**config.mk**
```make
export PLATFORM = sky130hd
export DESIGN_NAME = cache_mem_ctrl
export DESIGN_NICKNAME = d
export VERILOG_FILES = /design/src/rtl/cache_mem_ctrl.sv
export SDC_FILE = /design/constraint.sdc
export NUM_CORES = 1
export LEC_CHECK = 0
export CORE_AREA = 4 4 241 243
export DETAILED_ROUTE_END_ITERATION = 10
export DIE_AREA = 0 0 245 247
export DONT_BUFFER_PORTS = 1
export GPL_ROUTABILITY_DRIVEN = 0
export PLACE_DENSITY = 0.36
export SYNTH_ARGS = -nofsm -noshare
export SYNTH_HDL_FRONTEND = slang
export SYNTH_SLANG_ARGS = --single-unit
```
**constraint.sdc**
```tcl
create_clock -name clk_i -period 3.77 [get_ports clk_i]
set_input_delay 0.5655 -clock clk_i [delete_from_list [all_inputs] [get_ports clk_i]]
set_output_delay 0.5655 -clock clk_i [all_outputs]
set_load 0.1 [all_outputs]
```
**src/rtl/cache_mem_ctrl.sv**
```systemverilog
// cache_mem_ctrl: services a cache miss by optionally writing back a dirty victim and then refilling the missing line.
// Latency: refill_valid_o 2 cycles after a clean-miss accept edge and 3 after a dirty one, plus any memory wait cycles.
// Backpressure: holds each memory request until mem_valid_i; misses are ignored while busy. CACHE_MEM_TIMEOUT_EN adds an abort after TIMEOUT_CYC waits.
module cache_mem_ctrl #(
    parameter int TIMEOUT_CYC = 15
) (
    input  logic         clk_i,
    input  logic         rst_ni,
    input  logic         miss_i,
    input  logic [31:0]  miss_addr_i,
    input  logic         dirty_i,
    input  logic [31:0]  victim_addr_i,
    input  logic [127:0] victim_data_i,
    output logic [31:0]  mem_addr_o,
    output logic [127:0] mem_dataW_o,
    output logic         mem_rw_o,
    output logic         mem_req_valid_o,
    input  logic [127:0] mem_dataR_i,
    input  logic         mem_valid_i,
    output logic [127:0] refill_data_o,
    output logic         refill_valid_o,
    output logic         busy_o,
    output logic         error_o
);

    typedef enum logic [1:0] {
        S_IDLE = 2'd0,
        S_WB   = 2'd1,
        S_RF   = 2'd2,
        S_RESP = 2'd3
    } state_t;

    state_t        r_state;
    state_t        w_next;
    logic [27:0]   r_miss_line;
    logic [27:0]   r_victim_line;
    logic [127:0]  r_victim_data;
    logic [127:0]  r_refill_data;
    logic          w_timeout;
    logic          w_accept;
    logic          w_unused;

    // Byte-offset bits are never used: every transfer is a whole line.
    assign w_unused = ^{miss_addr_i[3:0], victim_addr_i[3:0], (TIMEOUT_CYC != 0)};
    assign w_accept = (r_state == S_IDLE) && miss_i;

`ifdef CACHE_MEM_TIMEOUT_EN
    localparam int CW = $clog2(TIMEOUT_CYC + 1);
    logic [CW-1:0] r_wait_cnt;
    logic          r_error;

    // Wait counter: restarts on every state change, otherwise counts stalled memory cycles.
    always_ff @(posedge clk_i or negedge rst_ni) begin
        if (!rst_ni) begin
            r_wait_cnt <= '0;
        end else if (w_next != r_state) begin
            r_wait_cnt <= '0;
        end else if (r_state == S_WB || r_state == S_RF) begin
            r_wait_cnt <= r_wait_cnt + 1'b1;
        end
    end

    assign w_timeout = (r_state == S_WB || r_state == S_RF) && !mem_valid_i
                       && (r_wait_cnt == CW'(TIMEOUT_CYC - 1));

    // Error strobe lands in the IDLE cycle that follows the abort.
    always_ff @(posedge clk_i or negedge rst_ni) begin
        if (!rst_ni) begin
            r_error <= 1'b0;
        end else begin
            r_error <= w_timeout;
        end
    end

    assign error_o = r_error;
`else
    assign w_timeout = 1'b0;
    assign error_o   = 1'b0;
`endif

    // State register.
    always_ff @(posedge clk_i or negedge rst_ni) begin
        if (!rst_ni) begin
            r_state <= S_IDLE;
        end else begin
            r_state <= w_next;
        end
    end

    // Latch the miss context on accept; capture refill data when the read completes.
    always_ff @(posedge clk_i or negedge rst_ni) begin
        if (!rst_ni) begin
            r_miss_line   <= '0;
            r_victim_line <= '0;
            r_victim_data <= '0;
            r_refill_data <= '0;
        end else begin
            if (w_accept) begin
                r_miss_line   <= miss_addr_i[31:4];
                r_victim_line <= victim_addr_i[31:4];
                r_victim_data <= victim_data_i;
            end
            if (r_state == S_RF && mem_valid_i) begin
                r_refill_data <= mem_dataR_i;
            end
        end
    end

    assign refill_data_o = r_refill_data;

    // Next-state and memory-side outputs; completion is only sampled in WB/RF.
    always_comb begin
        w_next          = r_state;
        mem_req_valid_o = 1'b0;
        mem_rw_o        = 1'b0;
        mem_addr_o      = '0;
        mem_dataW_o     = '0;
        refill_valid_o  = 1'b0;
        busy_o          = 1'b1;
        case (r_state)
            S_IDLE: begin
                busy_o = 1'b0;
                if (miss_i) begin
                    w_next = dirty_i ? S_WB : S_RF;
                end
            end
            S_WB: begin
                mem_req_valid_o = 1'b1;
                mem_rw_o        = 1'b1;
                mem_addr_o      = {r_victim_line, 4'h0};
                mem_dataW_o     = r_victim_data;
                if (w_timeout) begin
                    w_next = S_IDLE;
                end else if (mem_valid_i) begin
                    w_next = S_RF;
                end
            end
            S_RF: begin
                mem_req_valid_o = 1'b1;
                mem_addr_o      = {r_miss_line, 4'h0};
                if (w_timeout) begin
                    w_next = S_IDLE;
                end else if (mem_valid_i) begin
                    w_next = S_RESP;
                end
            end
            S_RESP: begin
                refill_valid_o = 1'b1;
                w_next         = S_IDLE;
            end
            default: begin
                w_next = S_IDLE;
            end
        endcase
    end

endmodule

```
Word level (Yosys, flattened, before mapping). Cells that the tools add are included.

Register bits: 314. Bits in latches: 0. Memory bits (writable): 0. ROM bits: 0. Output and inout bits: 293. Logic and storage cells: 27. Memories: 0.

$add $sub $neg: 0. Multiply operators: 0. Divide/modulo/power cells: 0. Magnitude comparators: 0. Equal/unequal tests: 6. Shifts and indexed selects: 0. Multiplexer cells: 11. Bitwise operators: 0. Reduce and logical (&&, ||, !) cells: 5.

Operators with widths (count): $mux W128 (1); $pmux W32 S2 (1); $mux W2 (4); $pmux W2 S4 (1); $ne A2 B2 Y1 const B (3); $eq A2 B2 Y1 const B (2); $mux W1 (4); $reduce_and A3 Y1 (1); $eq A2 B1 Y1 const B (1); $logic_and A1 B1 Y1 (2); $logic_not A2 Y1 (1); $reduce_or A2 Y1 (1).

Longest topological paths before layout. Gate-level depths: netlist of the first run.

Depth after elaboration: 3. Depth in mapped cells: 6.

Worst setup path before layout of the first run. Ideal clock, no wire load.

Path type: reg2out. From: register r_state[0]. To: output mem_addr_o[10]. Arrival time: 3219 ps. Slack: -15 ps. Cell stages (with the launch flop): 6. Buffers on the path: 2. Path through: dfrtp_1 > inv_1 > ha_1 > clkbuf_1 > clkbuf_1 > nor2b_1.

Longest elaborated chain between the ends: 2.

RTL lines: start: declaration (line 33) `state_t r_state;`; start signal: assignment (line 86) `r_state <= w_next;`; $eq A2 B2 Y1 or $eq A2 B1 Y1 (tied branches) (line 120) `case (r_state)`; $pmux W32 S2 (*) (line 120); end: declaration (line 14) `output logic [31:0] mem_addr_o,`.

Mark *: on every way between the ends. The rest lies on a longest branch, timed or not.

Worst setup path after layout of the first run.
From: register r_state[1]. To: output mem_addr_o[20].

The elaborated chain is that of the path after synthesis.

==> impl_results.md, run 1 <==
* Fin nets at around 1400
* Arr. time, crit path at 2.45 ns
* Yosys reg bits at 314
* CTS Buffer Depth at 3
* # resized after CTS at 0
* Failing checks: negative hold slack
* Number of global-route vias before repair at 8240
* Clock skew at about 0.01 ns
* Crit path required time at 3.20 ns
* Starting DRC count in detailed routing at 298
* Global Route Usage Sum at roughly 13%
* Endpoint type of the worst setup path: output pin
* Final Hold Vio Count at 314
* Final Cycle Share at between 70% and 80%
* Reg2reg end: refill_data_o[125]
* WL final at between 40000 and 50000 µm
* Fin crit period at ~3.0 ns
* CP max FO at 74
* First-pass iteration count of the detailed router at 4
* Vias post-DR at around 7600
* FF-to-FF path depth at 5
* Fmax at ~330 MHz
* Reg-to-reg startpoint: r_state[0]
* Cell area after synthesis at ~14000 µm²
* Post-synth EDFFs at 0
* Slowest stage delay, CP at about 0.4 ns
* Cell taking the most area after synthesis: dfrtp_1
* Placed instance count at around 1800
* IO Count at ~620
* Via density at between 4 and 5
* RSZ-0062 raised after global routing: false
* Buffers on Ports at 0
* Slew at the pin with the worst max-slew slack at between 1 and 1.5 ns
* Status: finished with violations
* Chip Height at ~250 µm
* Reg2Reg Setup Slack at between 1 and 1.5 ns
* Yosys cell types at 18
* Final std cells w/o fill at 1832
* Antenna violations before repair at 4
* GRT overflow at 0
* MaxCap Viol Count at 0
* Mean routed wirelength per cell at 22.5 µm
* Synth area leaders: dfrtp_1 (57%), mux2_4 (17%), mux2_2 (12%)
* DRT antenna net count at 0
* Crit Path Category: reg2out
* Die X at around 250 µm
* DRC at 0
* Mapped Cells at between 800 and 900
* Sink Count at 314
* Met3 routed WL at around 4300 µm
* CTS tree: yes
* Die ar. at just over 60000 µm²
* Pin count of the biggest net entering global routing at roughly 320
* Reg clk slew, reported paths at 0.06 ns
* Post-synth top area share at around 57%
* M1 wire length at approximately 15000 µm
* CP Launch Type: flip-flop
* Setup Viol. Count Final at 0
* Top-count cell post-synth: dfrtp_1
* Type of the worst min-delay path: in2async
* Post-synth top flop: dfrtp_1
* # rows at 87
* Commonest cells in the netlist: dfrtp_1 (314), mux2_4 (160), mux2_2 (152)
* Slew headroom at about 27%
* Synth-to-layout area growth at 23.1%
* Synth warnings at 0
* Met2 wire length at between 20000 and 25000 µm
* Share of cells above drive strength 1 at 53.3%
* Async S/R FF share, synth at between 90% and 100%
* Root Driver: clkbuf_16
* Initial core utilization at between 20% and 30%
* Clock Latency Late Sink at 0.53 ns
* Crit-path cells: inv_1 > ha_4 > buf_12 > a22oi_1 > nor2b_2 > buf_4
* Top Layer Used: met5
* Final hold slack at -0.274 ns
* Syn_area_per_cell at approximately 15 µm²
* Register area share after synthesis at ~57%
* # H-tree levels at 2
* DP Wirelength at about 29000 µm
* First-pass GRT wire length at between 50000 and 60000 µm
* Slowest-stage cell, CP: dfrtp_1
* Pins Over Slew Limit at 0
* TritonCTS Buffers at 40
* Sum Neg Setup Slack at 0 ns
* Core area at 56000 µm²
## through the flow
step	hold slack, ns	instance area (µm²)	util (%)	setup WS, ns
after detailed placement	0.284	15700	28.1	1.25
after global routing	-0.309	17000	30.4	0.564
final	-0.274	17000	30.4	0.755
after floorplan	0.270	13800	-	0.197
after CTS	-0.315	17000	30.4	0.630
after global placement	0.284	15700	28.1	1.27
## worst max path at each step
stage,startpoint,to,cells after the start,slack [ns]
after detailed placement,r_state[0],mem_addr_o[13],4,1.25
final,r_state[1],mem_addr_o[20],6,0.76
after global routing,r_state[1],mem_addr_o[13],6,0.56
after CTS,r_state[0],mem_addr_o[13],4,0.63
after global placement,r_state[0],mem_addr_o[13],4,1.27
after floorplan,r_state[0],mem_addr_o[15],4,0.20
## final cells by class
| cell class | count | area [µm²] |
|---|---|---|
| fill | 5684 | 39000 |
| antenna | 1 | 2.50 |
| inverter | 3 | 11.3 |
| sequential | 314 | 7860 |
| tap | 756 | 946 |
| multi-input combinational | 517 | 5560 |
| clock buffer | 63 | 1210 |
| timing repair buffer | 171 | 1350 |
| clock inverter | 7 | 60.1 |
## kinds of logic after synthesis
| family | share of synthesized area [%] |
|---|---|
| buf+inv | 3.64 |
| flops | 56.9 |
| mux | 30.0 |
| compound gates | 1.60 |
| simple gates | 7.18 |
| fa+ha+maj | 0.634 |
| other cells | 0.0272 |
## worst max-delay path, delay by kind of cell (launching register included)
family          cells  cell delay, ns
buf+inv             3            0.80
compound gates      1            0.14
simple gates        1            0.13
fa+ha+maj           1            0.33
flops               1            0.41
## sequential cells by signal (all words and copies together), names as in the netlist
signal         count
refill_data_o    128
r_victim_line     28
r_victim_data    128
r_state            2
r_miss_line       28
## cell usage in the layout (no fill, tap or decap), types with 5 or more instances in the layout
master,n
clkbuf_8,10
conb_1,5
buf_12,5
dfrtp_1,314
clkbuf_16,41
a22oi_1,28
ha_1,5
clkinv_2,6
buf_4,166
nor2b_2,28
clkbuf_1,12
and2_1,128
mux2_4,160
mux2_2,152
## layer usage
metal	global-route usage, %	up-vias
met3	5.93	68
li1	-	3355
met5	0	-
met4	4.20	6
met1	13.6	3867
met2	22.7	344
## repair_timing
item	in CTS	in global routing
hold endpoints to repair	314	314
endpoints found under the setup margin	0	0
buffers inserted	0	0
Power of run 1 is not shown: default switching activity piles up to over one toggle a cycle in this logic, so the estimate is an artifact.
==> inputs of run 2 (changes only) <==
==> constraint.sdc (replaced) <==
create_clock -name clk_i -period 2.8 [get_ports clk_i]
set_input_delay 0.42 -clock clk_i [delete_from_list [all_inputs] [get_ports clk_i]]
set_output_delay 0.42 -clock clk_i [all_outputs]
set_load 0.1 [all_outputs]
==> run 2 against run 1 <==
Compared with the run above:
- the flow finishes with violations (negative hold slack, max-slew violations)
- cell area is 21% higher
- cell count grew 17%
- hold slack worse by 0.14 ns
- highest routed layer is now met4
- die area unchanged
- utilization increased by 6.3 points
==> impl_results.md, run 2 (synthesized netlist as in run 1, its figures left out) <==
* Fill cell count at 5460 (-3.9%)
* Number of global-route vias before repair at 9861 (+20%)
* Global Route Usage Sum at 13.5% (+0.68 points)
* IO Count at 618 (unchanged)
* First-pass GRT wire length at 63200 µm (+7.8%)
* Final Cycle Share at 93.3%
* Reg clk slew, reported paths at 0.06 ns (about the same)
* Arr. time, crit path at 2.19 ns (-0.26 ns)
* M1 wire length at 16000 µm (+9.4%)
* Core area at 56000 µm² (unchanged)
* Slew headroom at -35.1% (-62 points)
* Mean routed wirelength per cell at 20.2 µm (-10%)
* CP max FO at 24 (-68%)
* CTS Hold Bufs at roughly 300
* DRC at 0 (unchanged)
* Chip Height at 247 µm (unchanged)
* Met2 wire length at 21900 µm (+3.3%)
* CTS Buffer Depth at 3 (unchanged)
* Register area at 7860 µm² (unchanged)
* Antenna violations before repair at 2 (-2)
* Pin count of the biggest net entering global routing at 315 (unchanged)
* # H-tree levels at 2 (unchanged)
* DRT antenna net count at 0 (unchanged)
* Buffers on Ports at 0 (unchanged)
* Most frequent cells in the layout: dfrtp_1 (314), dlygate4sd3_1 (301), mux2_4 (160)
* Slowest-stage cell, CP: ha_2
* Crit path required time at 2.38 ns (-0.82 ns)
* Sum Neg Setup Slack at 0 ns (unchanged)
* RSZ-0062 raised after global routing: false
* CTS tree: yes
* Root Driver: clkbuf_16
* GRT overflow at 0 (unchanged)
* Failing checks: negative hold slack, max-slew violations
* Endpoint type of the worst setup path: output pin
* Via density at 4.12 (-1.1%)
* Slowest stage delay, CP at 0.46 ns (+0.05 ns)
* WL final at 43200 µm (+5.0%)
* Multi-input gate area at 5610 µm² (+0.90%)
* Vias post-DR at 8818 (+15%)
* CP Launch Type: flip-flop
* Status: finished with violations
* Final hold slack at -0.418 ns (-0.144 ns)
* Starting DRC count in detailed routing at 336 (+13%)
* Sink Count at 314 (unchanged)
* Clock Latency Late Sink at 0.54 ns (about the same)
* # rows at 87 (unchanged)
* Setup Viol. Count Final at 0 (unchanged)
* Fmax at roughly 380 MHz
* Fin nets at 1688 (+22%)
* Top Layer Used: met4
* Type of the worst min-delay path: in2async
* Fin crit period at roughly 2.6 ns
* Die ar. at 60500 µm² (unchanged)
* Die X at 245 µm (unchanged)
* Crit Path Category: reg2out
* Synth-to-layout area growth at 48.8%
* DP Wirelength at 30100 µm (+3.1%)
* Slew at the pin with the worst max-slew slack at 2.03 ns (+0.934 ns)
* First-pass iteration count of the detailed router at 4 (unchanged)
* Clock skew at 0.0106 ns (+0.000794 ns)
* TritonCTS Buffers at 40 (unchanged)
* Share of cells above drive strength 1 at 42.0% (-11 points)
* Most common cell after layout, fill and taps aside: dfrtp_1
* Crit path top cell by count: buf_12
* Met3 routed WL at 4310 µm (+0.82%)
* Crit-path cells: inv_1 > ha_2 > buf_12 > nor2b_2 > buf_12
* MaxCap Viol Count at 0 (unchanged)
* Final Hold Vio Count at 211 (-33%)
* Initial core utilization at 24.7% (unchanged)
* Pins Over Slew Limit at 174 (+174)
## run 2: changes by cell type in the layout (fill, tap and decap cells not counted), sizes merged
cell / change
inv: +1
bufinv: +2
diode: +2
dlygate4sd3: +301
clkbuf: -5
buf: +8
clkinv: -2
## run 2: through the flow
stage               setup WS (ns)  util [%]  hold WS, ns  area (µm²)  std cells
floorplan                   0.118         -        0.124       13900        896
global placement            0.562      29.0        0.136       16200       1767
detailed placement          0.531      29.0        0.134       16200       1767
CTS                       0.00264      36.7       -0.461       20500       2134
global route               0.0422      36.7       -0.456       20500       2137
finish                      0.187      36.7       -0.418       20500       2139
## run 2: critical path, delay by kind of cell (launching register included)
kind / cells / cell delay (ns)
flip-flops: 1 / 0.42
buffers and inverters: 3 / 0.54
AND/OR/NAND/NOR: 1 / 0.22
adder cells (fa/ha/maj): 1 / 0.46
## run 2: cell type report
class / count / share of cell area (%)
clock inverters: 8 / 0.579
flip-flops and latches: 314 / 38.3
repair buffers: 480 / 23.5
multi-input cells: 517 / 27.3
clock buffers: 58 / 5.65
inverters: 3 / 0.0548
well taps: 756 / 4.60
diodes: 3 / 0.0365
## run 2: path summary, 6_finish.rpt
check,from,to,slack [ns],cells after the start
max,r_state[0],mem_addr_o[26],0.19,5
min,rst_ni,refill_data_o[117],-0.42,0
max reg2reg,r_state[0],refill_data_o[109],0.80,5
min reg2reg,r_victim_data[2],r_victim_data[2],0.50,1
max in group asynchronous,rst_ni,r_victim_data[69],1.60,0
min in group clk_i,mem_dataR_i[61],refill_data_o[61],0.04,1
## run 2: repair_timing
| action | 4_1_cts | 5_1_grt |
|---|---|---|
| pin swaps | 0 | 1 |
| resized for setup | 1 | 2 |
| endpoints found under the setup margin | 35 | 85 |
| endpoints found under the hold margin | 615 | 314 |
| buffers inserted | 0 | 2 |
## run 2: metal layers
metal / GRT usage [%] / vias up
met2: 23.7 / 356
met4: 4.38 / 0
met1: 14.8 / 4427
li1: - / 3979
met5: 0 / -
met3: 5.77 / 56
Power of run 2 is left out for the same reason.
